## config.mk

```make
export PLATFORM = sky130hd
export DESIGN_NAME = dbus_arbiter
export DESIGN_NICKNAME = d
export VERILOG_FILES = /design/src/rtl/common.sv /design/src/rtl/rr_picker.sv /design/src/rtl/dbus_arbiter.sv
export SDC_FILE = /design/constraint.sdc
export NUM_CORES = 1
export LEC_CHECK = 0
export CAP_MARGIN = 20
export CELL_PAD_IN_SITES_DETAIL_PLACEMENT = 0
export CELL_PAD_IN_SITES_GLOBAL_PLACEMENT = 1
export CORE_AREA = 8 8 187 118
export CTS_BUF_LIST = sky130_fd_sc_hd__clkbuf_8
export DETAILED_ROUTE_END_ITERATION = 10
export DIE_AREA = 0 0 195 126
export MAX_ROUTING_LAYER = met4
export PLACE_DENSITY_LB_ADDON = 0.1
export SLEW_MARGIN = 20
export SYNTH_ARGS = -nofsm -noshare
export SYNTH_HDL_FRONTEND = slang
export SYNTH_SLANG_ARGS = --single-unit
export TNS_END_PERCENT = 100
```

## constraint.sdc

```tcl
create_clock -name clk -period 1.4 [get_ports clk]
set_input_delay 0.14 -clock clk [delete_from_list [all_inputs] [get_ports clk]]
set_output_delay 0.14 -clock clk [all_outputs]
set_load 0.02 [all_outputs]
```

## src/rtl/common.sv

```systemverilog
// ---------------------------------------------------------------------------
// common
//   Shared types for the data-bus side of the core.
//     dbus_req_t   : request from a requester (valid + payload)
//     dbus_resp_t  : handshake/response returned by the data bus
//     arb_state_t  : state of the data-bus arbiter
//     ARB_MAX_PORTS: largest number of requesters the arbiter supports
//     wrap_inc     : index + 1, wrapping back to 0 at the port count
// ---------------------------------------------------------------------------
package common;

   typedef struct packed {
      logic        valid;
      logic [31:0] addr;
      logic [2:0]  size;
      logic [3:0]  strobe;
      logic [31:0] data;
   } dbus_req_t;

   typedef struct packed {
      logic        addr_ok;
      logic        data_ok;
      logic [31:0] data;
   } dbus_resp_t;

   typedef enum logic [0:0] {ARB_IDLE, ARB_BUSY} arb_state_t;

   localparam int ARB_MAX_PORTS = 8;

   // Next round-robin start position after port 'idx' has been served.
   function automatic int unsigned wrap_inc(input int unsigned idx, input int unsigned nport);
      return (idx + 1 >= nport) ? 0 : idx + 1;
   endfunction

endpackage

```

## src/rtl/rr_picker.sv

```systemverilog
// ---------------------------------------------------------------------------
// rr_picker
//   Picks the first asserted bit of a valid vector, searching upward from a
//   start index and wrapping around (round-robin), or from index 0 when the
//   round-robin mode is off (fixed priority).
//   Ports:
//     valid     in  NPORT : per-port request valid bits
//     start     in  IDW   : first index to consider in round-robin mode
//     rr_mode   in  1     : 1 = round-robin search, 0 = lowest index wins
//     winner    out IDW   : index of the selected port (0 when none valid)
//     any_valid out 1     : at least one port is requesting
// ---------------------------------------------------------------------------
module rr_picker #(
   parameter int NPORT = 2,
   parameter int IDW   = 1
) (
   input  logic [NPORT-1:0] valid,
   input  logic [IDW-1:0]   start,
   input  logic             rr_mode,
   output logic [IDW-1:0]   winner,
   output logic             any_valid
);

   logic [2*NPORT-1:0] doubled;
   logic [2*NPORT-1:0] masked;
   logic               found;
   int                 base;

   // The valid vector is laid out twice so a wrapping search becomes a plain
   // upward search: bits below the start index are masked off in the lower
   // copy, the upper copy supplies the wrapped-around ports, and the first
   // surviving bit (folded back modulo NPORT) is the winner.
   always_comb begin
      base      = rr_mode ? int'(start) : 0;
      doubled   = {valid, valid};
      masked    = '0;
      found     = 1'b0;
      winner    = '0;
      any_valid = |valid;
      for (int i = 0; i < 2*NPORT; i++) begin
         if (i >= base) begin
            masked[i] = doubled[i];
         end
      end
      for (int i = 0; i < 2*NPORT; i++) begin
         if (masked[i] && !found) begin
            found  = 1'b1;
            winner = IDW'((i >= NPORT) ? i - NPORT : i);
         end
      end
   end

endmodule

```

## src/rtl/dbus_arbiter.sv

```systemverilog
// ---------------------------------------------------------------------------
// dbus_arbiter
//   Merges NPORT requesters onto the single data bus. The grant is held for a
//   whole transaction (until data_ok, or until the owner drops valid), and the
//   bus response is routed only to the port that owns the bus.
//   Parameters:
//     NPORT : number of requesters (1..ARB_MAX_PORTS)
//     RR    : 0 = fixed priority (lowest index wins), 1 = round-robin
//   Ports:
//     clk      in  1           : clock
//     reset    in  1           : asynchronous active-low reset
//     req      in  [NPORT]     : per-port requests
//     resp     out [NPORT]     : per-port responses (zero for non-owners)
//     dreq     out dbus_req_t  : request presented to the data bus
//     dresp    in  dbus_resp_t : response from the data bus
//     grant_id out IDW         : port currently driving dreq (valid while busy)
//     busy     out 1           : transaction in flight or being issued now
// ---------------------------------------------------------------------------
module dbus_arbiter
   import common::*;
#(
   parameter int  NPORT = 2,
   parameter bit  RR    = 1'b0,
   localparam int IDW   = (NPORT > 1) ? $clog2(NPORT) : 1
) (
   input  logic           clk,
   input  logic           reset,
   input  dbus_req_t      req  [NPORT],
   output dbus_resp_t     resp [NPORT],
   output dbus_req_t      dreq,
   input  dbus_resp_t     dresp,
   output logic [IDW-1:0] grant_id,
   output logic           busy
);

   localparam int unsigned NPORT_U = NPORT;

   arb_state_t       state;
   arb_state_t       state_next;
   logic [IDW-1:0]   owner;
   logic [IDW-1:0]   owner_next;
   logic [IDW-1:0]   rr_ptr;
   logic [IDW-1:0]   rr_ptr_next;
   logic [IDW-1:0]   winner;
   logic [IDW-1:0]   sel;
   logic [NPORT-1:0] valid_vec;
   logic             any_valid;
   logic             active;

   // Gather the valid bits so the picker sees a flat vector.
   always_comb begin
      valid_vec = '0;
      for (int i = 0; i < NPORT; i++) begin
         valid_vec[i] = req[i].valid;
      end
   end

   rr_picker #(
      .NPORT (NPORT),
      .IDW   (IDW)
   ) u_picker (
      .valid     (valid_vec),
      .start     (rr_ptr),
      .rr_mode   (RR),
      .winner    (winner),
      .any_valid (any_valid)
   );

   // State, owner and round-robin pointer registers. Reset abandons any
   // transaction in flight; the bus is expected to be reset alongside.
   always_ff @(posedge clk or negedge reset) begin
      if (!reset) begin
         state  <= ARB_IDLE;
         owner  <= '0;
         rr_ptr <= '0;
      end else begin
         state  <= state_next;
         owner  <= owner_next;
         rr_ptr <= rr_ptr_next;
      end
   end

   // Next-state logic. A winner that completes in its issue cycle never
   // enters BUSY. In BUSY, data_ok and an owner abort both end the
   // transaction the same way, so a simultaneous pair needs no special case.
   // The pointer moves only when a transaction ends.
   always_comb begin
      state_next  = state;
      owner_next  = owner;
      rr_ptr_next = rr_ptr;
      case (state)
         ARB_IDLE: begin
            if (any_valid) begin
               if (dresp.data_ok) begin
                  rr_ptr_next = IDW'(wrap_inc(32'(winner), NPORT_U));
               end else begin
                  owner_next = winner;
                  state_next = ARB_BUSY;
               end
            end
         end
         ARB_BUSY: begin
            if (dresp.data_ok || !req[owner].valid) begin
               state_next  = ARB_IDLE;
               rr_ptr_next = IDW'(wrap_inc(32'(owner), NPORT_U));
            end
         end
         default: begin
            state_next = ARB_IDLE;
         end
      endcase
   end

   // Output mux. The selected port is the owner while BUSY, otherwise this
   // cycle's winner, so a fresh request reaches the bus with no added
   // latency. Reset is folded in combinationally so every output clears the
   // moment reset asserts, without waiting for a clock edge.
   always_comb begin
      active   = (state == ARB_BUSY) || any_valid;
      sel      = (state == ARB_BUSY) ? owner : winner;
      dreq     = '0;
      grant_id = '0;
      busy     = 1'b0;
      for (int j = 0; j < NPORT; j++) begin
         resp[j] = '0;
      end
      if (reset) begin
         grant_id = sel;
         busy     = active;
         if (active) begin
            dreq      = req[sel];
            resp[sel] = dresp;
         end
      end
   end

endmodule

```

==> metrics.csv <==
metric,value,unit
status,"finished, violations left",
violations,setup timing,
skew,0.000773,ns
firstDrtPassIters,4,
ff2ff_path_depth,5,
final_cell_mix,"clkdlybuf4s50_1, buf_6, buf_4",
timing_worst_slew_pin_value,0.321,ns
cts_buffers,3,
numClockSinks,2,
min_period_over_period,1.36,
powerDensity,490,nW/um2
grt_max_degree,40,
vias,4170,
post-dp-hpwl,14300,um
setup_violations,142,
drc,0,
fin_tns_setup,-61.67,ns
cp-end-kind,primary output,
synthMuxAreaShare,0.00527,
avgRoutedWirePerCell,21.5,um
multi_input_area,2830,um2
synth_top_family_by_area,simple AND/OR/NAND/NOR gates,
drv_slew,0,
place_congestion,0.822,
grt_pass1_vias,4392,
maxSlewHeadroom,0.786,
synth-edff-count,0,
io_buffers,321,
layout-drive-gt1-share,0.607,
yosysTopAreaCell,a21oi_1,
fp.dieW,195,um
grt_overflow,0,
seq_area,51.3,um2
cp_slowest_cell,dfrtp_2,
syn_nets,529,
cp-endpoint,dreq[3],
power,0.00375,W
yosys_warnings,0,
vias_per_cell,4.34,
instances_no_fill,960,
drt-initial-drc-count,161,
syn_avg_cell_area,5.44,um2
rows,40,
startpoint,state,
layout_commonest_cell,clkdlybuf4s50_1,
drtAntennaViolNets,0,
leakage,3.09,nW
ir_worst_vdd,0.000183,V
clkLatencyLatePin,0.21,ns
period_needed,1.90,ns
r2r_end,owner,
clkTransAtPathRegs,0.03,ns
die_height,126,um
worst_path_largest_cell_delay,0.43,ns
synthAdderAreaFrac,0,
groute.usage.overall,0.146,
ys.flop_type,dfrtp_1,
synthArstFlopShare,1.00,
design.die.area,24600,um2
cp.arrival,1.76,ns
synth_top_area_share,0.195,
place_area,6420,um2
synth-seq-area-share,0.0264,
routed_wl,20600,um
core_area,19400,um2
crit_top_cell,buf_6,
crit_type,register to primary output,
cts_hold_buffers,0,
worst-path-buf-inv,5,
cap_viol_max_count,0,
worst_slack,-0.504,ns
synth_cell_types,22,
critical_path.top_delay_family,buffers and inverters,
cp_cell_sequence,"buf_12, nor3b_4, buf_6, buf_6, clkbuf_16, o21ai_1, a21oi_4, buf_6",
clockBufferDepth,2,
ys_seq_elements,2,
path_depth,8,
hold_violations,0,
antenna_found_initial,0,
synth_cells,349,
cp_max_fo,8,
synth-xor-area-share,0,
cts_tree,yes,
start_util,0.0978,
diodes,0,
yosys.area_share.simple,0.458,
cts_max_level,1,
netlist_top_cells_area,"a21oi_1, nand3_1, o21ai_0",
cp_data_required_time,1.26,ns
pre_cts_slack,-0.975,ns
cts_root_buffer,clkbuf_8,
rrSetupSlack,0.28,ns
layout.nets,890,
fmax,525,MHz
rr_startpoint,state,
design_area,7640,um2
grt_pass1_wl,27700,um
syn_to_final_growth,303,%
ios,322,
rsz0062_at_grt,true,
syn_area,1900,um2
synth_compound_area_frac,0.391,
dp_cells,908,
start_kind,register,
hp-class,primary input to asynchronous set/reset pin,
n_fill_cell,1934,
-- what timing repair did --
| item | in CTS | in global routing |
|---|---|---|
| setup buffers | 17 | 12 |
| pin swaps | 42 | 31 |
| setup endpoints to repair | 142 | 142 |
| cloned | 9 | 12 |
| endpoints found under the hold margin | 0 | 0 |
| resized for setup | 819 | 132 |
-- layer usage --
layer	part of all wire	GRT usage	vias up
met5	0	-	-
met4	0.0054	0.0200	0
met3	0.077	0.0524	6
met2	0.48	0.246	140
met1	0.43	0.169	2021
li1	-	-	2003
-- power by group --
group          internal, W  switching [W]  leakage, nW
sequential       0.0000663     0.00000772       0.0233
clock             0.000181      0.0000395       0.0216
combinational      0.00182        0.00163         3.05
-- synthesized netlist by cell type, types with 2 or more instances --
| cell type | count |
|---|---|
| a21oi_1 | 74 |
| and2_1 | 37 |
| and3_1 | 34 |
| buf_1 | 7 |
| buf_2 | 9 |
| buf_4 | 2 |
| buf_6 | 3 |
| clkbuf_1 | 27 |
| dfrtp_1 | 2 |
| nand3_1 | 71 |
| nor2_1 | 2 |
| o21ai_0 | 59 |
| o21ai_1 | 13 |
-- final cells by class --
| class | instances | area share |
|---|---|---|
| flip-flops and latches | 2 | 0.00671 |
| inverters | 1 | 0.000818 |
| repair buffers | 398 | 0.576 |
| well taps | 252 | 0.0412 |
| clock buffers | 3 | 0.00540 |
| multi-input cells | 304 | 0.370 |
-- through the flow --
step / util / hold WS [ns]
floorplan: - / -0.156
CTS: 0.361 / 0.435
detailed placement: 0.331 / 0.606
global placement: 0.331 / 0.595
finish: 0.394 / 0.385
global route: 0.394 / 0.413
-- flip-flops by register name, summed over array words and instances (netlist names) --
register  flops
owner         1
state         1
-- worst min path at each step --
stage           from     to  slack (ns)  cells after the start
2_1_floorplan  reset  owner       -0.16                      0
3_3_place_gp   reset  state        0.60                      2
3_5_place_dp   reset  state        0.61                      2
4_1_cts        reset  state        0.43                      2
5_1_grt        reset  owner        0.41                      2
6_report       reset  state        0.39                      2
-- cells by family (layout without fill, tap and decap cells) --
| kind of cell | Yosys count | after routing |
|---|---|---|
| simple gates | 150 | 156 |
| mux | 1 | 1 |
| buf+inv | 49 | 402 |
| flops | 2 | 2 |
| compound gates | 147 | 147 |
Note: power is estimated with default switching activity, not from simulation.
